===== src/rtl/scan_code_ascii.sv =====
// PS/2 set-2 scan code to ASCII translator: strips make/break/extended/pause
// framing, tracks shift/ctrl/caps-lock and holds one character for the consumer.
module scan_code_ascii #(
    parameter logic [7:0] ENTER_BYTE = 8'h0D,
    parameter int         PAUSE_SKIP = 7
) (
    input  logic       clk,
    input  logic       reset_low,
    output logic       scan_code_ready,
    input  logic       scan_code_valid,
    input  logic [7:0] scan_code_byte,
    input  logic       character_ready,
    output logic       character_valid,
    output logic [7:0] character_byte,
    output logic       caps_lock
);

    typedef enum logic [2:0] {IDLE, BREAK, EXT, EXT_BREAK, PAUSE} state_t;

    state_t     state_r;
    logic [7:0] skip_cnt_r;
    logic       lshift_r, rshift_r, lctrl_r, rctrl_r;
    logic       caps_held_r, caps_lock_r;
    logic       char_valid_r;
    logic [7:0] char_byte_r;

    logic       accept_s, ctrl_byte_s, shift_s, ctrl_s;
    logic [8:0] letter_s;
    logic [16:0] symbol_s;
    logic       make_hit_s, ext_hit_s;
    logic [7:0] make_byte_s, ext_byte_s;

    // Letter make code to {hit, lowercase ASCII}.
    function automatic logic [8:0] letter_lookup(input logic [7:0] code);
        case (code)
            8'h1C: letter_lookup = {1'b1, 8'h61};
            8'h32: letter_lookup = {1'b1, 8'h62};
            8'h21: letter_lookup = {1'b1, 8'h63};
            8'h23: letter_lookup = {1'b1, 8'h64};
            8'h24: letter_lookup = {1'b1, 8'h65};
            8'h2B: letter_lookup = {1'b1, 8'h66};
            8'h34: letter_lookup = {1'b1, 8'h67};
            8'h33: letter_lookup = {1'b1, 8'h68};
            8'h43: letter_lookup = {1'b1, 8'h69};
            8'h3B: letter_lookup = {1'b1, 8'h6A};
            8'h42: letter_lookup = {1'b1, 8'h6B};
            8'h4B: letter_lookup = {1'b1, 8'h6C};
            8'h3A: letter_lookup = {1'b1, 8'h6D};
            8'h31: letter_lookup = {1'b1, 8'h6E};
            8'h44: letter_lookup = {1'b1, 8'h6F};
            8'h4D: letter_lookup = {1'b1, 8'h70};
            8'h15: letter_lookup = {1'b1, 8'h71};
            8'h2D: letter_lookup = {1'b1, 8'h72};
            8'h1B: letter_lookup = {1'b1, 8'h73};
            8'h2C: letter_lookup = {1'b1, 8'h74};
            8'h3C: letter_lookup = {1'b1, 8'h75};
            8'h2A: letter_lookup = {1'b1, 8'h76};
            8'h1D: letter_lookup = {1'b1, 8'h77};
            8'h22: letter_lookup = {1'b1, 8'h78};
            8'h35: letter_lookup = {1'b1, 8'h79};
            8'h1A: letter_lookup = {1'b1, 8'h7A};
            default: letter_lookup = {1'b0, 8'h00};
        endcase
    endfunction

    // Non-letter make code to {hit, unshifted, shifted}; fixed keys ignore shift.
    function automatic logic [16:0] symbol_lookup(input logic [7:0] code);
        case (code)
            8'h16: symbol_lookup = {1'b1, 8'h31, 8'h21};
            8'h1E: symbol_lookup = {1'b1, 8'h32, 8'h40};
            8'h26: symbol_lookup = {1'b1, 8'h33, 8'h23};
            8'h25: symbol_lookup = {1'b1, 8'h34, 8'h24};
            8'h2E: symbol_lookup = {1'b1, 8'h35, 8'h25};
            8'h36: symbol_lookup = {1'b1, 8'h36, 8'h5E};
            8'h3D: symbol_lookup = {1'b1, 8'h37, 8'h26};
            8'h3E: symbol_lookup = {1'b1, 8'h38, 8'h2A};
            8'h46: symbol_lookup = {1'b1, 8'h39, 8'h28};
            8'h45: symbol_lookup = {1'b1, 8'h30, 8'h29};
            8'h4E: symbol_lookup = {1'b1, 8'h2D, 8'h5F};
            8'h55: symbol_lookup = {1'b1, 8'h3D, 8'h2B};
            8'h54: symbol_lookup = {1'b1, 8'h5B, 8'h7B};
            8'h5B: symbol_lookup = {1'b1, 8'h5D, 8'h7D};
            8'h5D: symbol_lookup = {1'b1, 8'h5C, 8'h7C};
            8'h4C: symbol_lookup = {1'b1, 8'h3B, 8'h3A};
            8'h52: symbol_lookup = {1'b1, 8'h27, 8'h22};
            8'h41: symbol_lookup = {1'b1, 8'h2C, 8'h3C};
            8'h49: symbol_lookup = {1'b1, 8'h2E, 8'h3E};
            8'h4A: symbol_lookup = {1'b1, 8'h2F, 8'h3F};
            8'h0E: symbol_lookup = {1'b1, 8'h60, 8'h7E};
            8'h5A: symbol_lookup = {1'b1, ENTER_BYTE, ENTER_BYTE};
            8'h66: symbol_lookup = {1'b1, 8'h08, 8'h08};
            8'h29: symbol_lookup = {1'b1, 8'h20, 8'h20};
            8'h0D: symbol_lookup = {1'b1, 8'h09, 8'h09};
            8'h76: symbol_lookup = {1'b1, 8'h1B, 8'h1B};
            default: symbol_lookup = {1'b0, 8'h00, 8'h00};
        endcase
    endfunction

    assign scan_code_ready = ~char_valid_r;
    assign character_valid = char_valid_r;
    assign character_byte  = char_byte_r;
    assign caps_lock       = caps_lock_r;

    // Decode the incoming byte against current modifier state.
    always_comb begin
        accept_s    = scan_code_valid & ~char_valid_r;
        ctrl_byte_s = (scan_code_byte == 8'hAA) | (scan_code_byte == 8'hFA) |
                      (scan_code_byte == 8'hEE) | (scan_code_byte == 8'hFE) |
                      (scan_code_byte == 8'h00) | (scan_code_byte == 8'hFF);
        shift_s     = lshift_r | rshift_r;
        ctrl_s      = lctrl_r | rctrl_r;
        letter_s    = letter_lookup(scan_code_byte);
        symbol_s    = symbol_lookup(scan_code_byte);
        make_hit_s  = 1'b0;
        make_byte_s = 8'h00;
        if (letter_s[8]) begin
            make_hit_s = 1'b1;
            if (ctrl_s) begin
                make_byte_s = letter_s[7:0] & 8'h1F;
            end else if (shift_s ^ caps_lock_r) begin
                make_byte_s = letter_s[7:0] & 8'hDF;
            end else begin
                make_byte_s = letter_s[7:0];
            end
        end else if (symbol_s[16]) begin
            make_hit_s  = 1'b1;
            make_byte_s = shift_s ? symbol_s[7:0] : symbol_s[15:8];
        end else begin
            make_hit_s  = 1'b0;
        end
        case (scan_code_byte)
            8'h5A:   begin ext_hit_s = 1'b1; ext_byte_s = ENTER_BYTE; end
            8'h4A:   begin ext_hit_s = 1'b1; ext_byte_s = 8'h2F;      end
            default: begin ext_hit_s = 1'b0; ext_byte_s = 8'h00;      end
        endcase
    end

    // Framing FSM, modifier tracking and the single-entry output register.
    always_ff @(posedge clk or negedge reset_low) begin
        if (!reset_low) begin
            state_r      <= IDLE;
            skip_cnt_r   <= 8'h00;
            lshift_r     <= 1'b0;
            rshift_r     <= 1'b0;
            lctrl_r      <= 1'b0;
            rctrl_r      <= 1'b0;
            caps_held_r  <= 1'b0;
            caps_lock_r  <= 1'b0;
            char_valid_r <= 1'b0;
            char_byte_r  <= 8'h00;
        end else begin
            if (char_valid_r && character_ready) begin
                char_valid_r <= 1'b0;
            end
            if (accept_s) begin
                if (state_r == PAUSE) begin
                    skip_cnt_r <= skip_cnt_r - 8'd1;
                    if (skip_cnt_r <= 8'd1) begin
                        state_r <= IDLE;
                    end
                end else if (ctrl_byte_s) begin
                    state_r <= IDLE;
                end else begin
                    case (state_r)
                        IDLE: begin
                            case (scan_code_byte)
                                8'hE0: state_r <= EXT;
                                8'hF0: state_r <= BREAK;
                                8'hE1: begin
                                    state_r    <= PAUSE;
                                    skip_cnt_r <= 8'(PAUSE_SKIP);
                                end
                                8'h12: lshift_r <= 1'b1;
                                8'h59: rshift_r <= 1'b1;
                                8'h14: lctrl_r  <= 1'b1;
                                8'h58: begin
                                    if (!caps_held_r) begin
                                        caps_lock_r <= ~caps_lock_r;
                                    end
                                    caps_held_r <= 1'b1;
                                end
                                default: begin
                                    if (make_hit_s) begin
                                        char_valid_r <= 1'b1;
                                        char_byte_r  <= make_byte_s;
                                    end
                                end
                            endcase
                        end
                        BREAK: begin
                            state_r <= IDLE;
                            case (scan_code_byte)
                                8'h12:   lshift_r    <= 1'b0;
                                8'h59:   rshift_r    <= 1'b0;
                                8'h14:   lctrl_r     <= 1'b0;
                                8'h58:   caps_held_r <= 1'b0;
                                default: state_r     <= IDLE;
                            endcase
                        end
                        EXT: begin
                            if (scan_code_byte == 8'hF0) begin
                                state_r <= EXT_BREAK;
                            end else begin
                                state_r <= IDLE;
                                if (scan_code_byte == 8'h14) begin
                                    rctrl_r <= 1'b1;
                                end
                                if (ext_hit_s) begin
                                    char_valid_r <= 1'b1;
                                    char_byte_r  <= ext_byte_s;
                                end
                            end
                        end
                        EXT_BREAK: begin
                            state_r <= IDLE;
                            if (scan_code_byte == 8'h14) begin
                                rctrl_r <= 1'b0;
                            end
                        end
                        default: state_r <= IDLE;
                    endcase
                end
            end
        end
    end

endmodule


===== config.mk =====
export PLATFORM = sky130hd
export DESIGN_NAME = scan_code_ascii
export DESIGN_NICKNAME = d
export VERILOG_FILES = /design/src/rtl/scan_code_ascii.sv
export SDC_FILE = /design/constraint.sdc
export NUM_CORES = 1
export LEC_CHECK = 0
export ABC_AREA = 1
export CORE_AREA = 5 5 85 87
export CTS_CLUSTER_SIZE = 30
export DETAILED_ROUTE_END_ITERATION = 10
export DIE_AREA = 0 0 90 92
export GPL_TIMING_DRIVEN = 0
export PLACE_DENSITY = 0.71
export SETUP_SLACK_MARGIN = 0.05
export SLEW_MARGIN = 10
export SYNTH_ARGS = -nofsm -noshare
export SYNTH_HDL_FRONTEND = slang
export SYNTH_SLANG_ARGS = --single-unit

===== constraint.sdc =====
create_clock -name clk -period 1.8 [get_ports clk]
set_clock_uncertainty 0.2 [all_clocks]
set_input_delay 0.36 -clock clk [delete_from_list [all_inputs] [get_ports clk]]
set_output_delay 0.36 -clock clk [all_outputs]
set_load 0.05 [all_outputs]

==> Word-level counts from Yosys, hierarchy flattened <==
Memories as Yosys holds them, arrays and structs flattened.
Cells that the tools add are included.
{ "word_totals": {"mem_count": 2, "regBits": 26, "elab_cells": 131, "mem_bits_ro": 2944} }
{ "op_classes": {"bitwise": 14, "n_mux": 49, "n_lt_le_gt_ge": 1, "add_sub_neg": 1, "n_reduce_logical": 19, "n_eq_ne": 35} }
{ "mem_list": {"columns": ["name", "depth", "word_bits", "rd", "rd_clocked_by_memory_dff", "write_ports", "line_no", "text"], "rows": [
  ["(name not given)", 128, 15, 1, 0, 0, "68", "case (code)"],
  ["(name not given)", 128, 8, 1, 0, 0, "35", "case (code)"]
]} }
{ "op_table": {"columns": ["op", "n"], "rows": [
  ["8-bit two-way mux", 12],
  ["8-bit == test, second input constant", 8],
  ["8-bit by 7-bit == test with 1-bit output, second input constant", 4],
  ["6-bit AND reduction", 5],
  ["2-bit != test, second input constant", 12],
  ["1-bit two-way mux", 20],
  ["17-bit two-way mux", 1],
  ["8-bit by 5-bit == test with 1-bit output, second input constant", 2],
  ["8-bit case mux with 2 select lines", 1],
  ["1-bit case mux with 2 select lines", 6],
  ["6-bit case mux with 2 select lines", 1],
  ["2-bit nonzero test", 5],
  ["3-bit two-way mux", 3],
  ["9-bit two-way mux", 1],
  ["3-bit case mux with 3 select lines", 1],
  ["8-bit by 1-bit less-or-equal comparator with 1-bit output, second input constant", 1],
  ["8-bit zero test", 1],
  ["2-bit by 1-bit != test with 1-bit output, second input constant", 4],
  ["8-bit AND reduction", 1],
  ["8-bit by 1-bit subtractor with 8-bit output, second input constant", 1],
  ["1-bit OR", 7],
  ["7-bit AND reduction", 1],
  ["7-bit OR reduction", 1],
  ["3-bit by 2-bit == test with 1-bit output, second input constant", 2],
  ["other kinds (14)", 18]
]} }

==> Longest topological paths before layout <==
An unclocked memory read counts as a cell.
{ "logic_depth": {"depth_word": 10, "ltp_mapped": 17, "depth_no_buf": 17} }

==> Worst setup path after synthesis <==
Ideal clock, no wire load.
{ "synth_path": {"path_type": "in2reg", "from": "input scan_code_byte[0]", "to": "register char_byte_r[5] (netlist: character_byte[5])", "t_required_ps": 1478, "setup_time_ps": 122, "arrival_time_ps": 1939, "path_slack_ps": -461, "n_path_buf": 2, "stages": 15, "path_cell_list": "inv_1 > ha_1 > clkbuf_2 > nand2_2 > nor2_1 > inv_2 > nand3_1 > nand2_1 > nand2_1 > o21ai_0 > nand4_1 > nand3_2 > buf_6 > nor2_1 > a21oi_1"} }
{ "synth_via": {"elab_chain_len": 8, "elab_cells_between_ends": 46} }
{ "synth_rtl": {"columns": ["element", "line_no", "text"], "rows": [
  ["start: declaration", "11", "input logic [7:0] scan_code_byte,"],
  ["memory read 128 x 15 bit (tied with other cells)", null, null],
  ["17-bit two-way mux (tied with other cells)", "68", null],
  ["8-bit two-way mux (tied with other cells)", "127", "make_byte_s = shift_s ? symbol_s[7:0] : symbol_s[15:8];"],
  ["8-bit two-way mux (tied with other cells)", "125", "end else if (symbol_s[16]) begin"],
  ["8-bit two-way mux or 1-bit OR (tied branches)", "116, 108", null],
  ["8-bit two-way mux or 1-bit OR (tied branches)", "183, 109", null],
  ["8-bit two-way mux or 1-bit NOT (tied branches)", null, null],
  ["8-bit case mux with 2 select lines or 8-bit AND reduction (tied branches)", null, null],
  ["end signal: assignment", "185", "char_byte_r <= make_byte_s;"],
  ["end signal: assignment", "210", "char_byte_r <= ext_byte_s;"],
  ["end: declaration", "25", "logic [7:0] char_byte_r;"]
]} }
Parallel ways exist; a longest one is shown, timed or not. The select of a mux whose other input is x is not followed.
A chain may end at the register's enable or synchronous reset.

==> Worst setup path after layout <==
{ "layout_path": {"from": "input scan_code_byte[0]", "to": "register char_byte_r[6] (netlist: character_byte[6])"} }
{ "layout_via": {"elab_chain_len": 8, "elab_cells_between_ends": 42} }
{ "layout_rtl": {"columns": ["element", "line_no"], "rows": [
  ["memory read 128 x 15 bit or 8-bit == test (tied branches)", null],
  ["17-bit two-way mux or 1-bit OR (tied branches)", "68, 107"],
  ["8-bit two-way mux or 1-bit OR (tied branches)", "127, 107"],
  ["8-bit two-way mux or 1-bit OR (tied branches)", "125, 108"],
  ["8-bit two-way mux or 1-bit OR (tied branches)", "116, 108"],
  ["8-bit two-way mux or 1-bit OR (tied branches)", "183, 109"],
  ["8-bit two-way mux or 1-bit NOT (tied branches)", null],
  ["8-bit case mux with 2 select lines or 8-bit AND reduction (tied branches)", null]
]} }
Parallel ways exist; a longest one is shown, timed or not. The select of a mux whose other input is x is not followed.

==> run summary <==
vias in the first global route = 3838
Yosys warning count = 0
crit path max-delay cell type = ha_4
crit path from = scan_code_byte[0]
Seq. cell area = 629.4 um2
Final WS setup = -363.3 ps
Placement Rows = 29
GR Util All Layers = 27.70%
switching share of power = 50.29%
Tightest Pin Transition = 565.8 ps
total wire length = 12710 um
leakage = 0.002253 uW
clock sinks = 25
IO Port Bufs = 21
post-synthesis async set-or-reset flop share = 100.0%
Slew headroom = 62.28%
most frequent CP cell = buf_12
fillers = 494
crit end category = flop
antenna viol nets, final = 0
largest net degree at the start of global routing = 26
Post-Syn Area = 0.002980 mm2
CP max FO = 7
number of buffers created by CTS = 3
RSZ-0062 raised after global routing = yes
Critical Path Start Type = primary input
area taken by multi-input logic gates = 0.002531 mm2
Die ar. = 0.008280 mm2
Synth Area per Inst = 5.720 um2
DR vias = 4211
Hold Path Class = reg2reg
ys flop type = dfrtp_1
ant diodes = 0
worst vdd ir = 0.8053 mV
total congestion overflow = 0
post-layout util = 72.51%
core area = 0.006277 mm2
critical-path cell list = buf_12, clkinvlp_4, ha_4, nand2_8, o21ai_0, nand2_1, inv_1, o21ai_4, nand4_1, nand3_2, buf_12, buf_8, o21ai_1
Seq cells post-synth = 25
clock tree buffer depth = 2
reg-to-reg startpoint = state_r[2]
leading cell type in the layout, fill and taps excluded = nand2_1
min Tclk post-route = 2163 ps
failing checks = setup timing
Final setup viols = 17
Power Dens Cells = 676.3 mW/mm2
register area share after synthesis = 20.99%
initial core utilization = 47.48%
status = finished with violations
die width = 90 um
synthesis-to-finish area growth = 52.73%
CP max stage delay = 250 ps
combinational share of power = 62.9%
P_int = 1530 uW
drt pass-1 iters = 9
sequential share of power = 25.9%
H-tree levels = 1
Worst Path Buf+Inv = 5
initial antenna violation count = 0
clk slew on worst S/H paths = 90 ps
initial DRC count = 470
syn_nets = 542
EDFF count, synth = 0
CTS tree = yes
post-synth cell types = 38
WL/cell = 18.37 um
largest delay contributor family on the critical path = buffers and inverters
Ports = 23
crit path DAT = 2170 ps
number of max-cap violations = 0
P_sw = 1548 uW
Critical Path RT = 1800 ps
DP Wirelength = 8149 um
Fin. Hold Viols = 0
HP Start = skip_cnt_r[6]
max-slew violation count = 0
Max Fclk = 462.2 MHz
period utilization = 120.2%
commonest non-fill, non-tap cells in the layout = nand2_1 (147), buf_4 (59), nand3_1 (56)
Nets = 637
TNS Setup = -3247 ps
first-pass GRT wire length = 19070 um
clk_lat worst skew = 270 ps
Via density = 6.085
Remaining DRCs = 0
critical path class = in2reg
root buffer cell = clkbuf_8
hold slack = 276.8 ps
Final GP Congestion = 1.027
die height = 92 um
Clock power frac = 11.3%
Gate Count Post-Synth = 521
share of layout cells above drive strength 1 = 37.07%
[cell families after synthesis]
kind of cell | count (synthesis) | share of synthesized area (%)
other cells | 1 | 0.1258
compound gates | 70 | 13.31
fa+ha+maj | 9 | 3.778
mux | 3 | 1.050
buf+inv | 79 | 11.08
xor+xnor | 4 | 1.176
flops | 25 | 20.99
simple gates | 330 | 48.49
[flip-flops by register name, summed over array words and instances (netlist names)]
| signal | cells |
|---|---|
| caps_held_r | 1 |
| caps_lock | 1 |
| character_byte | 7 |
| character_valid | 1 |
| lctrl_r | 1 |
| lshift_r | 1 |
| rctrl_r | 1 |
| rshift_r | 1 |
| skip_cnt_r | 8 |
| state_r | 3 |
[power by group through the flow]
stage | clock (uW) | combinational [uW] | sequential, uW
after floorplan | 0 | 864 | 967
after global placement | 0 | 1460 | 787
after detailed placement | 0 | 1460 | 793
after CTS | 358 | 1660 | 782
after global routing | 373 | 2090 | 810
final | 347 | 1930 | 796
[worst paths after layout]
check                           slack, ps  depth (start not counted)                 to
worst max-delay path                 -360                         13  character_byte[6]
worst min-delay path                  280                          1      skip_cnt_r[6]
worst max register to register       -320                         12  character_byte[6]
worst min register to register        280                          1      skip_cnt_r[6]
max in group asynchronous             580                          2         state_r[2]
min in group asynchronous             400                          2  character_byte[6]
[timing repair]
item                       in CTS  in global routing
setup endpoints to repair      35                 29
gates resized for setup       148                 81
pin swaps                      37                 38
hold buffers                    0                  1
buffers inserted               43                 25
cloned                          2                  0
hold endpoints to repair        0                 25
[synthesized netlist by cell type, types with 3 or more instances]
cell      number  area [um2]
dfrtp_1       25       625.6
nor3_1         9       45.04
o21ai_1        3       15.01
inv_2          8       30.03
nor2_2         6       37.54
nand3_2        3       30.03
clkbuf_1       5       18.77
a21oi_1       24       120.1
nand4_1        8       50.05
nand2_2        4       25.02
nor2_1        48       180.2
nand3_1       67       335.3
buf_4          3       22.52
inv_1         54       202.7
o21ai_0       29       145.1
a31oi_1        3       18.77
nand2_1      177       664.4
o211ai_1       3       22.52
o22ai_1        3       18.77
ha_1           9       112.6
xor2_1         3       26.28
nor2_4         4       45.04
buf_2          5       25.02
[per-stage QoR]
step           worst slack, ps  power (uW)  instances  area [um2]
5_1_grt                 -463.0        3268        692        4552
4_1_cts                 -318.2        2803        666        4081
3_5_place_dp             -1509        2258        619        3425
2_1_floorplan           -306.6        1831        521        3118
6_report                -363.3        3079        692        4552
3_3_place_gp             -1489        2243        619        3425
[worst register-to-register path: cells and delay by family, from the launching register on]
| kind | cells | cell delay [ps] |
|---|---|---|
| simple gates | 5 | 540 |
| compound gates | 1 | 130 |
| buf+inv | 6 | 740 |
| flops | 1 | 440 |
[final cells by class]
| type | instances | share of cell area, % |
|---|---|---|
| tap | 77 | 2.117 |
| clock inverter | 1 | 0.1649 |
| multi-input combinational | 417 | 55.61 |
| timing repair buffer | 92 | 18.39 |
| sequential | 25 | 13.83 |
| inverter | 62 | 6.020 |
| buffer | 15 | 2.969 |
| clock buffer | 3 | 0.9071 |
[metal layers]
| layer | up-vias | track usage [%] | wire, um |
|---|---|---|---|
| li1 | 1881 | - | - |
| met5 | - | 0 | 0 |
| met2 | 360 | 44.02 | 5655 |
| met3 | 89 | 5.646 | 1484 |
| met4 | 0 | 10.92 | 768 |
| met1 | 1881 | 36.91 | 4801 |
(Power assumes the default switching activity.)
